### src/rtl/hazard_pkg.sv
// Shared types and constants for the pipeline hazard controller.
package hazard_pkg;

  typedef enum logic [1:0] {IDLE, RUN, DONE} md_state_t;

  localparam logic [1:0] FWD_RF = 2'b00;
  localparam logic [1:0] FWD_W  = 2'b01;
  localparam logic [1:0] FWD_M  = 2'b10;

  // M-stage result is younger than W, so it wins when both match.
  function automatic logic [1:0] fwd_sel(input logic hit_m, input logic hit_w);
    if (hit_m)      return FWD_M;
    else if (hit_w) return FWD_W;
    else            return FWD_RF;
  endfunction

endpackage

### src/rtl/hazard_ctrl_mdu_seq.sv
// Divide/remainder sequencer: holds the instruction in E while the
// iterative divider runs, then releases it for exactly one DONE cycle.
module mdu_seq
  import hazard_pkg::*;
#(
  parameter int unsigned MDU_LATENCY = 32,
  parameter int unsigned CNT_WIDTH   = 6
) (
  input  logic clk,
  input  logic rst,
  input  logic divE,
  input  logic pcSrcE,
  output logic mdStart,
  output logic mdBusy,
  output logic mdDone,
  output logic holdE
);

  md_state_t              state, state_nxt;
  logic [CNT_WIDTH-1:0]   cnt, cnt_nxt;
  logic                   start_c, busy_c, done_c;

  always_ff @(posedge clk) begin
    if (rst) begin
      state <= IDLE;
      cnt   <= '0;
    end else begin
      state <= state_nxt;
      cnt   <= cnt_nxt;
    end
  end

  always_comb begin
    state_nxt = state;
    cnt_nxt   = cnt;
    start_c   = 1'b0;
    busy_c    = 1'b0;
    done_c    = 1'b0;
    case (state)
      IDLE: begin
        if (divE && !pcSrcE) begin
          start_c   = 1'b1;
          cnt_nxt   = CNT_WIDTH'(MDU_LATENCY - 1);
          state_nxt = RUN;
        end
      end
      RUN: begin
        busy_c = 1'b1;
        if (cnt == '0) state_nxt = DONE;
        else           cnt_nxt   = cnt - CNT_WIDTH'(1);
      end
      DONE: begin
        // Always return to IDLE so the same instruction is not relaunched.
        done_c    = 1'b1;
        state_nxt = IDLE;
      end
      default: state_nxt = IDLE;
    endcase
  end

  assign mdStart = start_c && !rst;
  assign mdBusy  = busy_c  && !rst;
  assign mdDone  = done_c  && !rst;
  assign holdE   = (start_c || busy_c) && !rst;

endmodule

### src/rtl/hazard_ctrl.sv
// Hazard/stall controller for the five-stage RV32IM pipeline.
// Define HAZARD_FWD_EN to enable E-stage operand forwarding; otherwise RAW hazards stall.
module hazard_ctrl
  import hazard_pkg::*;
#(
  parameter int unsigned RF_WIDTH    = 5,
  parameter int unsigned MDU_LATENCY = 32,
  parameter int unsigned CNT_WIDTH   = 6
) (
  input  logic                clk,
  input  logic                rst,
  input  logic [RF_WIDTH-1:0] regAddr1D,
  input  logic [RF_WIDTH-1:0] regAddr2D,
  input  logic [RF_WIDTH-1:0] regAddr1E,
  input  logic [RF_WIDTH-1:0] regAddr2E,
  input  logic [RF_WIDTH-1:0] regAddr3E,
  input  logic                regWriteE,
  input  logic                loadE,
  input  logic                divE,
  input  logic                pcSrcE,
  input  logic [RF_WIDTH-1:0] regAddr3M,
  input  logic [RF_WIDTH-1:0] regAddr3W,
  input  logic                regWriteM,
  input  logic                regWriteW,
  output logic                stallF,
  output logic                stallD,
  output logic                stallE,
  output logic                flushD,
  output logic                flushE,
  output logic                flushM,
  output logic [1:0]          fwdAE,
  output logic [1:0]          fwdBE,
  output logic                mdStart,
  output logic                mdBusy,
  output logic                mdDone
);

`ifdef HAZARD_FWD_EN
  localparam logic FWD_ON = 1'b1;
`else
  localparam logic FWD_ON = 1'b0;
`endif

  logic       hold_e;
  logic       wr_e, wr_m, wr_w;
  logic       d_hits_e, d_hits_m;
  logic       lw_stall, raw_stall, data_stall;
  logic [1:0] fwd_a, fwd_b;

  mdu_seq #(
    .MDU_LATENCY (MDU_LATENCY),
    .CNT_WIDTH   (CNT_WIDTH)
  ) u_mdu_seq (
    .clk     (clk),
    .rst     (rst),
    .divE    (divE),
    .pcSrcE  (pcSrcE),
    .mdStart (mdStart),
    .mdBusy  (mdBusy),
    .mdDone  (mdDone),
    .holdE   (hold_e)
  );

  assign wr_e = regWriteE && (regAddr3E != '0);
  assign wr_m = regWriteM && (regAddr3M != '0);
  assign wr_w = regWriteW && (regAddr3W != '0);

  assign fwd_a = fwd_sel(wr_m && (regAddr3M == regAddr1E), wr_w && (regAddr3W == regAddr1E));
  assign fwd_b = fwd_sel(wr_m && (regAddr3M == regAddr2E), wr_w && (regAddr3W == regAddr2E));

  assign d_hits_e = wr_e && ((regAddr3E == regAddr1D) || (regAddr3E == regAddr2D));
  assign d_hits_m = wr_m && ((regAddr3M == regAddr1D) || (regAddr3M == regAddr2D));

  assign lw_stall  = loadE && !divE && d_hits_e;
  assign raw_stall = !FWD_ON && (d_hits_e || d_hits_m);
  // A bubble into D/E must never overwrite a divide being held in E.
  assign data_stall = (lw_stall || raw_stall) && !hold_e;

  assign fwdAE  = FWD_ON ? fwd_a : FWD_RF;
  assign fwdBE  = FWD_ON ? fwd_b : FWD_RF;

  assign stallF = !rst && ((data_stall && !pcSrcE) || hold_e);
  assign stallD = !rst && ((data_stall && !pcSrcE) || hold_e);
  assign stallE = hold_e;
  assign flushD = !rst && pcSrcE;
  assign flushE = !rst && (pcSrcE || data_stall);
  assign flushM = hold_e;

endmodule

### config.mk
export PLATFORM = sky130hd
export DESIGN_NAME = hazard_ctrl
export DESIGN_NICKNAME = d
export VERILOG_FILES = /design/src/rtl/hazard_pkg.sv /design/src/rtl/hazard_ctrl_mdu_seq.sv /design/src/rtl/hazard_ctrl.sv
export SDC_FILE = /design/constraint.sdc
export NUM_CORES = 1
export LEC_CHECK = 0
export CORE_ASPECT_RATIO = 0.9
export CORE_MARGIN = 2
export CORE_UTILIZATION = 27
export CTS_CLUSTER_SIZE = 30
export DETAILED_ROUTE_END_ITERATION = 6
export GPL_TIMING_DRIVEN = 0
export PLACE_DENSITY = 0.68
export SLEW_MARGIN = 0
export SYNTH_ARGS = -nofsm -noshare
export SYNTH_HDL_FRONTEND = slang
export SYNTH_HIERARCHICAL = 1
export SYNTH_SLANG_ARGS = --single-unit
### constraint.sdc
create_clock -name clk -period 1.6 [get_ports clk]
set_input_delay 0.16 -clock clk [delete_from_list [all_inputs] [get_ports clk]]
set_output_delay 0.16 -clock clk [all_outputs]
set_load 0.05 [all_outputs]
==> results of run 1 <==
-- synthesized netlist by cell type, drive strengths merged --
master | instances | area, µm²
xnor2 | 17 | 149
dfxtp | 8 | 160
a21oi | 6 | 30.0
buf | 6 | 45.0
inv | 6 | 22.5
nand2 | 5 | 18.8
nand3 | 5 | 25.0
nor2 | 5 | 18.8
nor3 | 4 | 20.0
xor2 | 4 | 35.0
nand2b | 3 | 18.8
o21ai | 3 | 15.0
or3 | 3 | 18.8
or4 | 3 | 22.5
a211oi | 2 | 15.0
a31oi | 2 | 12.5
ha | 2 | 25.0
o31ai | 2 | 15.0
a221o | 1 | 10.0
a32oi | 1 | 8.76
and2 | 1 | 6.26
and2b | 1 | 8.76
and3 | 1 | 6.26
and3b | 1 | 8.76
clkbuf | 1 | 3.75
conb | 1 | 3.75
mux2i | 1 | 10.0
nand3b | 1 | 7.51
nor2b | 1 | 6.26
o21a | 1 | 7.51
o221ai | 1 | 8.76
o22ai | 1 | 6.26
o311a | 1 | 11.3
or2 | 1 | 6.26
-- where the power goes --
group / switching (mW) / leakage (nW) / internal, mW
clock network: 0.0652 / 0.0138 / 0.0856
logic: 0.252 / 0.500 / 0.214
registers: 0.0208 / 0.0669 / 0.223
-- flip-flops by register name, summed over array words and instances (netlist names) --
name             flops
u_mdu_seq/state      2
u_mdu_seq/cnt        6
-- cells by family after synthesis --
kind of cell	Yosys count	synth area share
simple gates	35	0.245
mux	1	0.0127
buf+inv	13	0.0906
other cells	1	0.00476
xor+xnor	21	0.234
compound gates	21	0.178
flops	8	0.203
fa+ha+maj	2	0.0318
-- area by class of cell --
cell class,instances,share of cell area
tap,40,0.0354
inverter,6,0.0159
clock buffer,3,0.0159
buffer,7,0.0399
timing repair buffer,40,0.259
sequential,8,0.116
multi-input combinational,84,0.518
-- critical path, stage by stage --
cell and delay, ns:
buf_8 0.09, or4_4 0.51, o21a_1 0.22, a32oi_2 0.25, o31ai_4 0.11, buf_6 0.13, buf_8 0.14
-- metal layers --
layer  track usage  up-vias
met5             0        -
met4        0.0186        0
met3        0.0234        0
met2         0.261       35
met1         0.172      399
li1              -      442
-- metrics by stage --
stage	TNS, ns	utilization	worst slack [ns]	hold slack (ns)
3_3_place_gp	-7.94	0.458	-1.19	0.475
4_1_cts	-0.488	0.502	-0.202	0.505
2_1_floorplan	-0.0624	-	-0.0624	0.431
3_5_place_dp	-8.23	0.458	-1.21	0.501
5_1_grt	-0.574	0.510	-0.217	0.538
6_report	-0.399	0.510	-0.168	0.519
-- path summary, 6_finish.rpt --
path | from | end | cells past startpoint
worst min-delay path | rst | u_mdu_seq/state[0] | 3
worst min register to register | u_mdu_seq/cnt[4] | u_mdu_seq/cnt[4] | 2
worst max-delay path | regAddr3M[4] | stallF | 7
worst max register to register | u_mdu_seq/cnt[0] | u_mdu_seq/cnt[5] | 6
-- what timing repair did --
| item | in CTS | in global routing |
|---|---|---|
| hold buffers | 0 | 0 |
| setup endpoints to repair | 10 | 6 |
| buffers inserted | 7 | 0 |
| pin swaps | 21 | 5 |
| gates resized for setup | 126 | 5 |
==> impl_metrics.py, run 1 <==
metrics = {
    "cells_and_area": {
        "final_cell_mix": "14 x xnor2_1, 11 x buf_4, 9 x dlygate4sd2_1, 9 x clkdlybuf4s15_2, 7 x buf_2",
        "final_common_cell": "xnor2_1",
        "synthToLayoutAreaGrowth_pct": 79.5,
        "fin_area_mm2": 0.00141,
        "drive_gt1_frac": 0.466,
        "seqCellArea_um2": 164,
        "multi_input_area_um2": 732,
        "fillCellCount": 277,
        "instances_no_fill": 188,
        "diodes": 0,
        "fin_nets": 195,
    },
    "drt": {
        "wl_per_cell_um": 12.9,
        "wl_met1_um": 967,
        "wl_met3_um": 195,
        "wl_met2_um": 1260,
        "drtPass1Iterations": 4,
        "drcViolationCount": 0,
        "vias": 876,
        "vias_per_cell": 4.66,
        "routed.top_layer": "met3",
        "drt.antenna.violating_nets": 0,
        "routed_wl_um": 2430,
        "first_iter_violations": 20,
    },
    "floorplan": {
        "initial_core_util": 0.284,
        "io_pins": 56,
        "fp.coreArea_mm2": 0.00277,
        "fp.dieH_um": 55.2,
        "dieWidth_um": 60.9,
        "dieArea_mm2": 0.00336,
        "num_rows": 18,
    },
    "placement": {
        "dp.cells": 179,
        "hpwl_um": 1760,
        "place_area_mm2": 0.00127,
        "io_buffers": 34,
        "gp_congestion": 0.857,
    },
    "pwr": {
        "ir_drop_mv": 0.481,
        "p_leak_nw": 0.580,
        "power.total_mw": 0.860,
        "power.density_mw_per_mm2": 609,
    },
    "global_routing": {
        "grt.overflow.total": 0,
        "grt_max_degree": 9,
        "grt_usage": 0.142,
        "antenna_found_initial": 0,
        "first_global_vias": 864,
        "grt_pass1_wl_um": 3730,
    },
    "sta": {
        "rsz0062_at_grt": "yes",
        "finalHoldViolCount": 0,
        "fin_skew_ns": 0.000506,
        "fin_crit_sh": 1.11,
        "setup_ws_ns": -0.168,
        "finalMaxSlewViolations": 0,
        "finalSetupViolations": 3,
        "fmax_ghz": 0.565,
        "min_period_ns": 1.77,
    },
    "clocking": {
        "root_buffer": "clkbuf_4",
        "h-tree-depth": 1,
        "cts_buffer_depth": 2,
        "cts_made_buffers": 3,
        "cts_sinks": 8,
        "cts_tree": "done",
        "insertion_delay_ns": 0.25,
        "clk_pin_slew_worst_paths_ns": 0.05,
    },
    "synthesis": {
        "synth_warnings": 6,
        "syn_area_um2": 787,
        "synth.distinct_cells": 34,
        "synth_cells": 102,
        "avgSynthCellArea_um2": 7.72,
        "ys_seq_area_frac": 0.203,
        "synth_seq_cells": 8,
    },
    "setup_path": {
        "cp-start-kind": "primary input",
        "critPathKind": "in -> out",
        "r2r_slack_ns": 0.03,
        "crit_fanout": 2,
        "cp.required_ns": 1.44,
        "end_kind": "output port",
        "arrival_ns": 1.61,
    },
    "outcome": {
        "status": "complete, but fails checks",
        "violations": "setup timing",
    },
    "flow_run": {
        "max_cap_violations": 0,
    },
    "hold_path": {
        "hold_path.class": "in -> reg",
    },
}
Power figures use the tool's default switching activity.
==> inputs of run 2 (changes only) <==
--- a/config.mk
+++ b/config.mk
@@ -5,15 +5,15 @@
 export SDC_FILE = /design/constraint.sdc
 export NUM_CORES = 1
 export LEC_CHECK = 0
+export ABC_AREA = 1
 export CORE_ASPECT_RATIO = 0.9
 export CORE_MARGIN = 2
 export CORE_UTILIZATION = 27
 export CTS_CLUSTER_SIZE = 30
 export DETAILED_ROUTE_END_ITERATION = 6
 export GPL_TIMING_DRIVEN = 0
-export PLACE_DENSITY = 0.68
+export REMOVE_ABC_BUFFERS = 1
 export SLEW_MARGIN = 0
 export SYNTH_ARGS = -nofsm -noshare
 export SYNTH_HDL_FRONTEND = slang
-export SYNTH_HIERARCHICAL = 1
 export SYNTH_SLANG_ARGS = --single-unit
==> run 2 against run 1 <==
  * The flow still finishes with violations (setup timing)
  * Flip-flop and latch count is the same
  * Area after synthesis grew 14%
  * Routed wire length shrank 3.8%
  * Final area shrank 5.8%
  * Maximum frequency grew 8.9%
  * Critical path type is now reg -> out
  * Largest cell class unchanged
  * Largest power group unchanged
  * Highest routed layer is now met4
==> impl_metrics.py, run 2 <==
metrics = {
    "clocking": {
        "h-tree-depth": 1,
        "root_buffer": "clkbuf_8",
        "cts_tree": "done",
        "insertion_delay_ns": 0.24,
        "cts_sinks": 8,
        "clk_pin_slew_worst_paths_ns": 0.04,
        "cts_made_buffers": 3,
        "cts_buffer_depth": 2,
    },
    "sta": {
        "holdWs_ns": 0.388,
        "rsz0062_at_grt": "yes",
        "finalHoldViolCount": 0,
        "fin_skew_ns": 0.00457,
        "fmax_ghz": 0.616,
        "finalSetupViolations": 2,
        "setup_ws_ns": -0.0240,
        "fin_setup_tns_ns": -0.0477,
        "min_period_ns": 1.62,
        "fin_crit_sh": 1.02,
        "finalMaxSlewViolations": 0,
    },
    "global_routing": {
        "grt_usage": 0.127,
        "grt_max_degree": 15,
        "first_global_vias": 844,
        "grt.overflow.total": 0,
        "antenna_found_initial": 0,
        "grt_pass1_wl_um": 3710,
    },
    "pwr": {
        "p_leak_nw": 0.733,
        "power.density_mw_per_mm2": 713,
        "power.total_mw": 0.948,
        "ir_drop_mv": 0.229,
    },
    "drt": {
        "vias": 985,
        "vias_per_cell": 4.14,
        "drcViolationCount": 0,
        "wl_per_cell_um": 9.80,
        "routed_wl_um": 2330,
        "drt.antenna.violating_nets": 0,
        "drtPass1Iterations": 4,
        "first_iter_violations": 51,
    },
    "synthesis": {
        "syn_area_um2": 901,
        "synth.distinct_cells": 26,
        "synthArstFlopShare": 0,
        "yosysMostFrequentCell": "nand2_1",
        "yosysTopAreaCell": "nand2_1",
        "synth_seq_cells": 8,
        "yosys.area.top_type_share": 0.208,
        "avgSynthCellArea_um2": 5.81,
        "synth_cells": 155,
        "synth_edf_count": 0,
        "yosys-top-cells-area": "nand2_1 21%, dfxtp_1 18%, nor2_1 8.3%",
        "ys_top_cells_by_count": "50 x nand2_1, 20 x nor2_1, 18 x inv_1",
        "synth_warnings": 0,
        "ys_seq_area_frac": 0.178,
        "synth_flop_cell": "dfxtp_1",
    },
    "cells_and_area": {
        "fin_nets": 243,
        "synthToLayoutAreaGrowth_pct": 47.6,
        "diodes": 0,
        "regMostFlops": "u_mdu_seq.cnt",
        "largest_reg_flops": 6,
        "final_cell_mix": "50 x nand2_1, 19 x clkbuf_2, 16 x inv_1",
        "top_regs": "u_mdu_seq.cnt: 6 flops, u_mdu_seq.state: 2 flops",
        "final_common_cell": "nand2_1",
        "instances_no_fill": 238,
        "drive_gt1_frac": 0.362,
        "fillCellCount": 348,
    },
    "setup_path": {
        "arrival_ns": 1.46,
        "end_kind": "output port",
        "critPathKind": "reg -> out",
        "cp-start-kind": "flop",
        "crit_fanout": 3,
        "cp.required_ns": 1.44,
    },
    "outcome": {
        "violations": "setup timing",
        "status": "complete, but fails checks",
    },
    "floorplan": {
        "fp.dieH_um": 58.8,
        "fp.coreArea_mm2": 0.00311,
        "io_pins": 56,
        "num_rows": 19,
        "dieArea_mm2": 0.00382,
        "initial_core_util": 0.289,
        "dieWidth_um": 64.9,
    },
    "hold_path": {
        "hold_path.class": "in -> reg",
    },
    "placement": {
        "hpwl_um": 1870,
        "dp.cells": 227,
        "gp_congestion": 0.792,
        "io_buffers": 34,
    },
    "flow_run": {
        "max_cap_violations": 0,
    },
}
==> run 2: cell count changes in the layout (fill, tap and decap cells not counted), moves of 5 or more <==
cell,change
dlygate4sd2_1,-5
clkdlybuf4s15_2,-9
buf_2,-7
xnor2_1,-10
inv_1,+13
nor2_1,+9
nand2_1,+45
clkbuf_2,+19
inv_2,+8
==> run 2: what timing repair did <==
item | CTS | global route
pin swaps | 4 | 8
setup buffers | 1 | 7
hold buffers | 0 | 0
endpoints found under the setup margin | 9 | 7
resized for setup | 63 | 60
==> run 2: per-layer routing <==
metal	vias up	share of wire	track usage
met2	19	0.43	0.184
met5	-	0	0
li1	541	-	-
met1	420	0.52	0.182
met3	5	0.033	0.0249
met4	0	0.017	0.0547
==> run 2: layout make-up <==
cell class / count / area, µm² / area share
multi-input combinational: 114 / 644 / 0.484
sequential: 8 / 163 / 0.122
timing repair buffer: 42 / 315 / 0.237
inverter: 29 / 114 / 0.0856
tap: 42 / 52.6 / 0.0395
clock buffer: 3 / 41.3 / 0.0310
==> run 2: worst max-delay path: stages (launching register included) <==
cell and delay (ns):
dfxtp_2 0.34, inv_4 0.05, nor2_4 0.11, inv_2 0.07, nor2_4 0.13, nor2_4 0.06
buf_6 0.11, a21oi_4 0.17, buf_6 0.18
==> run 2: worst paths after layout <==
path	startpoint	to	slack (ns)	cells after the start
max	u_mdu_seq.state[0]	stallD	-0.02	8
min	rst	u_mdu_seq.state[0]	0.39	2
max reg2reg	u_mdu_seq.cnt[0]	u_mdu_seq.cnt[4]	0.23	8
min reg2reg	u_mdu_seq.cnt[0]	u_mdu_seq.cnt[0]	0.48	1
==> run 2: cell families after synthesis <==
family | Yosys count | share of synthesized area
buffers and inverters | 36 | 0.176
and+or+nand+nor | 89 | 0.453
other | 1 | 0.00416
adders and majority gates | 2 | 0.0278
DFF | 8 | 0.178
xor gates and xnor gates | 9 | 0.0875
AOI/OAI and AO/OA | 10 | 0.0736
==> run 2: where the power goes <==
group | leakage (nW) | internal, mW | switching (mW) | total (mW)
registers | 0.0668 | 0.226 | 0.0241 | 0.250
logic | 0.645 | 0.175 | 0.271 | 0.446
clock network | 0.0216 | 0.164 | 0.0879 | 0.252
total | 0.733 | 0.564 | 0.383 | 0.948
==> run 2: stage by stage <==
stage,util,cell area [µm²],setup slack (ns)
final,0.427,1330,-0.0240
after global routing,0.427,1330,-0.0855
after CTS,0.413,1280,-0.129
after detailed placement,0.403,1260,-0.968
after global placement,0.403,1260,-0.972
after floorplan,-,863,-1.51
==> inputs of run 3 (changes only) <==
--- a/config.mk
+++ b/config.mk
@@ -6,12 +6,15 @@
 export NUM_CORES = 1
 export LEC_CHECK = 0
 export ABC_AREA = 1
+export CELL_PAD_IN_SITES_DETAIL_PLACEMENT = 1
+export CELL_PAD_IN_SITES_GLOBAL_PLACEMENT = 2
 export CORE_ASPECT_RATIO = 0.9
 export CORE_MARGIN = 2
-export CORE_UTILIZATION = 27
+export CORE_UTILIZATION = 15
 export CTS_CLUSTER_SIZE = 30
 export DETAILED_ROUTE_END_ITERATION = 6
 export GPL_TIMING_DRIVEN = 0
+export PLACE_DENSITY_LB_ADDON = 0.1
 export REMOVE_ABC_BUFFERS = 1
 export SLEW_MARGIN = 0
 export SYNTH_ARGS = -nofsm -noshare
==> run 3 against run 2 <==
  * The run now ends clean
  * Critical path depth down 2
  * Non-clock buffer count down 5
  * Clock power about the same
  * Power down 1.1%
  * Routed wire length up 28%
  * Register-to-register slack about the same
  * Sequential power about the same
  * Worst hold slack better by 0.087 ns
  * Maximum frequency up 6.8%
  * Final area down 1.3%
  * Flip-flop and latch count unchanged
  * Utilization down 20 points
  * Critical path type is now in -> out
==> impl_metrics.py, run 3 (synthesis gave the netlist of run 2 again) <==
metrics = {
    "sta": {
        "finalHoldViolCount": 0,
        "holdWs_ns": 0.475,
        "finalMaxSlewViolations": 0,
        "rsz0062_at_grt": "yes",
        "fin_skew_ns": 0.00104,
        "finalSetupViolations": 0,
        "fmax_ghz": 0.658,
        "min_period_ns": 1.52,
        "fin_crit_sh": 0.950,
        "fin_setup_tns_ns": 0,
    },
    "pwr": {
        "seq_power_share": 0.267,
        "switchingPower_mw": 0.392,
        "sw_frac_of_total": 0.418,
        "p_leak_nw": 0.692,
        "ir_drop_mv": 0.212,
        "power.density_mw_per_mm2": 714,
        "intPower_mw": 0.546,
        "pwr-share-comb": 0.463,
        "p_clk_frac": 0.270,
    },
    "floorplan": {
        "dieArea_mm2": 0.00664,
        "fp.coreArea_mm2": 0.00573,
        "dieWidth_um": 85.7,
        "fp.dieH_um": 77.5,
        "num_rows": 26,
        "io_pins": 56,
        "initial_core_util": 0.157,
    },
    "cells_and_area": {
        "drive_gt1_frac": 0.366,
        "largest_reg_flops": 6,
        "regMostFlops": "u_mdu_seq.cnt",
        "fillCellCount": 737,
        "fin_nets": 238,
        "final_cell_mix": "48 x nand2_1, 16 x inv_1, 14 x clkbuf_2",
        "top_regs": "u_mdu_seq.cnt: 6 flops, u_mdu_seq.state: 2 flops",
        "post-route-util": 0.229,
        "final_common_cell": "nand2_1",
        "synthToLayoutAreaGrowth_pct": 45.7,
        "diodes": 0,
    },
    "placement": {
        "hpwl_um": 2480,
        "gp_congestion": 0.706,
        "io_buffers": 34,
    },
    "setup_path": {
        "end_kind": "output port",
        "crit_chain": "clkdlybuf4s50_1 -> nand4_4 -> nor2_2 -> nor2_4 -> a21oi_4 -> buf_6",
        "cp-start-kind": "primary input",
        "r2r_slack_ns": 0.24,
        "r2r-end": "u_mdu_seq.cnt[3]",
        "worst_r2r_path_depth": 8,
        "crit_fanout": 3,
        "arrival_ns": 1.36,
        "critPathCapture": "stallF",
        "crit_start": "divE",
        "slowest_delay_ns": 0.50,
        "r2r-start": "u_mdu_seq.cnt[0]",
        "critPathKind": "in -> out",
        "cp.required_ns": 1.44,
        "slowest_stage": "clkdlybuf4s50_1",
    },
    "global_routing": {
        "grt.overflow.total": 0,
        "first_global_vias": 1095,
        "grt_usage": 0.0922,
        "grt_max_degree": 15,
        "antenna_found_initial": 0,
        "grt_pass1_wl_um": 4860,
    },
    "drt": {
        "first_iter_violations": 28,
        "wl_met3_um": 128,
        "wl_per_cell_um": 11.4,
        "drcViolationCount": 0,
        "routed_wl_um": 2990,
        "wl_met1_um": 1590,
        "vias_per_cell": 3.93,
        "routed.top_layer": "met4",
        "drtPass1Iterations": 2,
        "drt.antenna.violating_nets": 0,
        "wl_met2_um": 1230,
        "vias": 1026,
    },
    "clocking": {
        "clk_pin_slew_worst_paths_ns": 0.04,
        "ctsHoldBuffers": 0,
        "cts_made_buffers": 3,
        "root_buffer": "clkbuf_8",
        "cts_tree": "done",
        "h-tree-depth": 1,
        "cts_buffer_depth": 2,
        "cts_sinks": 8,
        "insertion_delay_ns": 0.23,
    },
    "outcome": {
        "status": "finished clean",
    },
    "hold_path": {
        "hold_path.class": "reg -> reg",
    },
    "flow_run": {
        "max_cap_violations": 0,
    },
}
[run 3: metal layers]
metal / vias to the layer above / global-route usage
met2: 31 / 0.135
met1: 461 / 0.132
met3: 4 / 0.0213
li1: 530 / -
met5: - / 0
met4: 0 / 0.0286
[run 3: cell type report]
cell class / instances / area (µm²) / share of cell area
clock buffers: 3 / 41.3 / 0.0315
repair buffers: 37 / 264 / 0.201
flip-flops and latches: 8 / 163 / 0.124
inverters: 29 / 113 / 0.0858
well taps: 70 / 87.6 / 0.0667
multi-input cells: 114 / 644 / 0.491
[run 3: how the worst min path moves through the flow]
stage / from / to / depth (start not counted)
after floorplan: rst / u_mdu_seq.cnt[1] / 1
after global placement: u_mdu_seq.cnt[0] / u_mdu_seq.cnt[0] / 1
after detailed placement: u_mdu_seq.cnt[0] / u_mdu_seq.cnt[0] / 1
after CTS: rst / u_mdu_seq.cnt[1] / 2
after global routing: rst / u_mdu_seq.cnt[1] / 2
final: u_mdu_seq.cnt[0] / u_mdu_seq.cnt[0] / 1
[run 3: power groups by stage]
stage                     sequential [mW]  clock (mW)  combinational, mW
after CTS                           0.248       0.264              0.435
final                               0.250       0.253              0.434
after global routing                0.253       0.280              0.478
after detailed placement            0.251           0              0.438
after global placement              0.251           0              0.431
after floorplan                     0.246           0              0.279
[run 3: what timing repair did]
| action | 4_1_cts | 5_1_grt |
|---|---|---|
| endpoints found under the setup margin | 9 | 7 |
| buffers inserted | 2 | 1 |
| pin swaps | 10 | 12 |
| cloned | 0 | 0 |
| resized for setup | 90 | 33 |
[run 3: critical path: cells and delay by family]
family	cells	cell delay, ns
AOI/OAI and AO/OA	1	0.17
and+or+nand+nor	3	0.35
buffers and inverters	2	0.68
[run 3: through the flow]
step                      std cells  area [µm²]  worst slack, ns  power, mW
final                           261        1310           0.0798      0.937
after detailed placement        255        1290           -0.984      0.690
after global placement          255        1290           -0.968      0.682
after global routing            261        1310          -0.0139       1.01
after floorplan                 151         863            -1.51      0.525
after CTS                       260        1350         0.000799      0.946
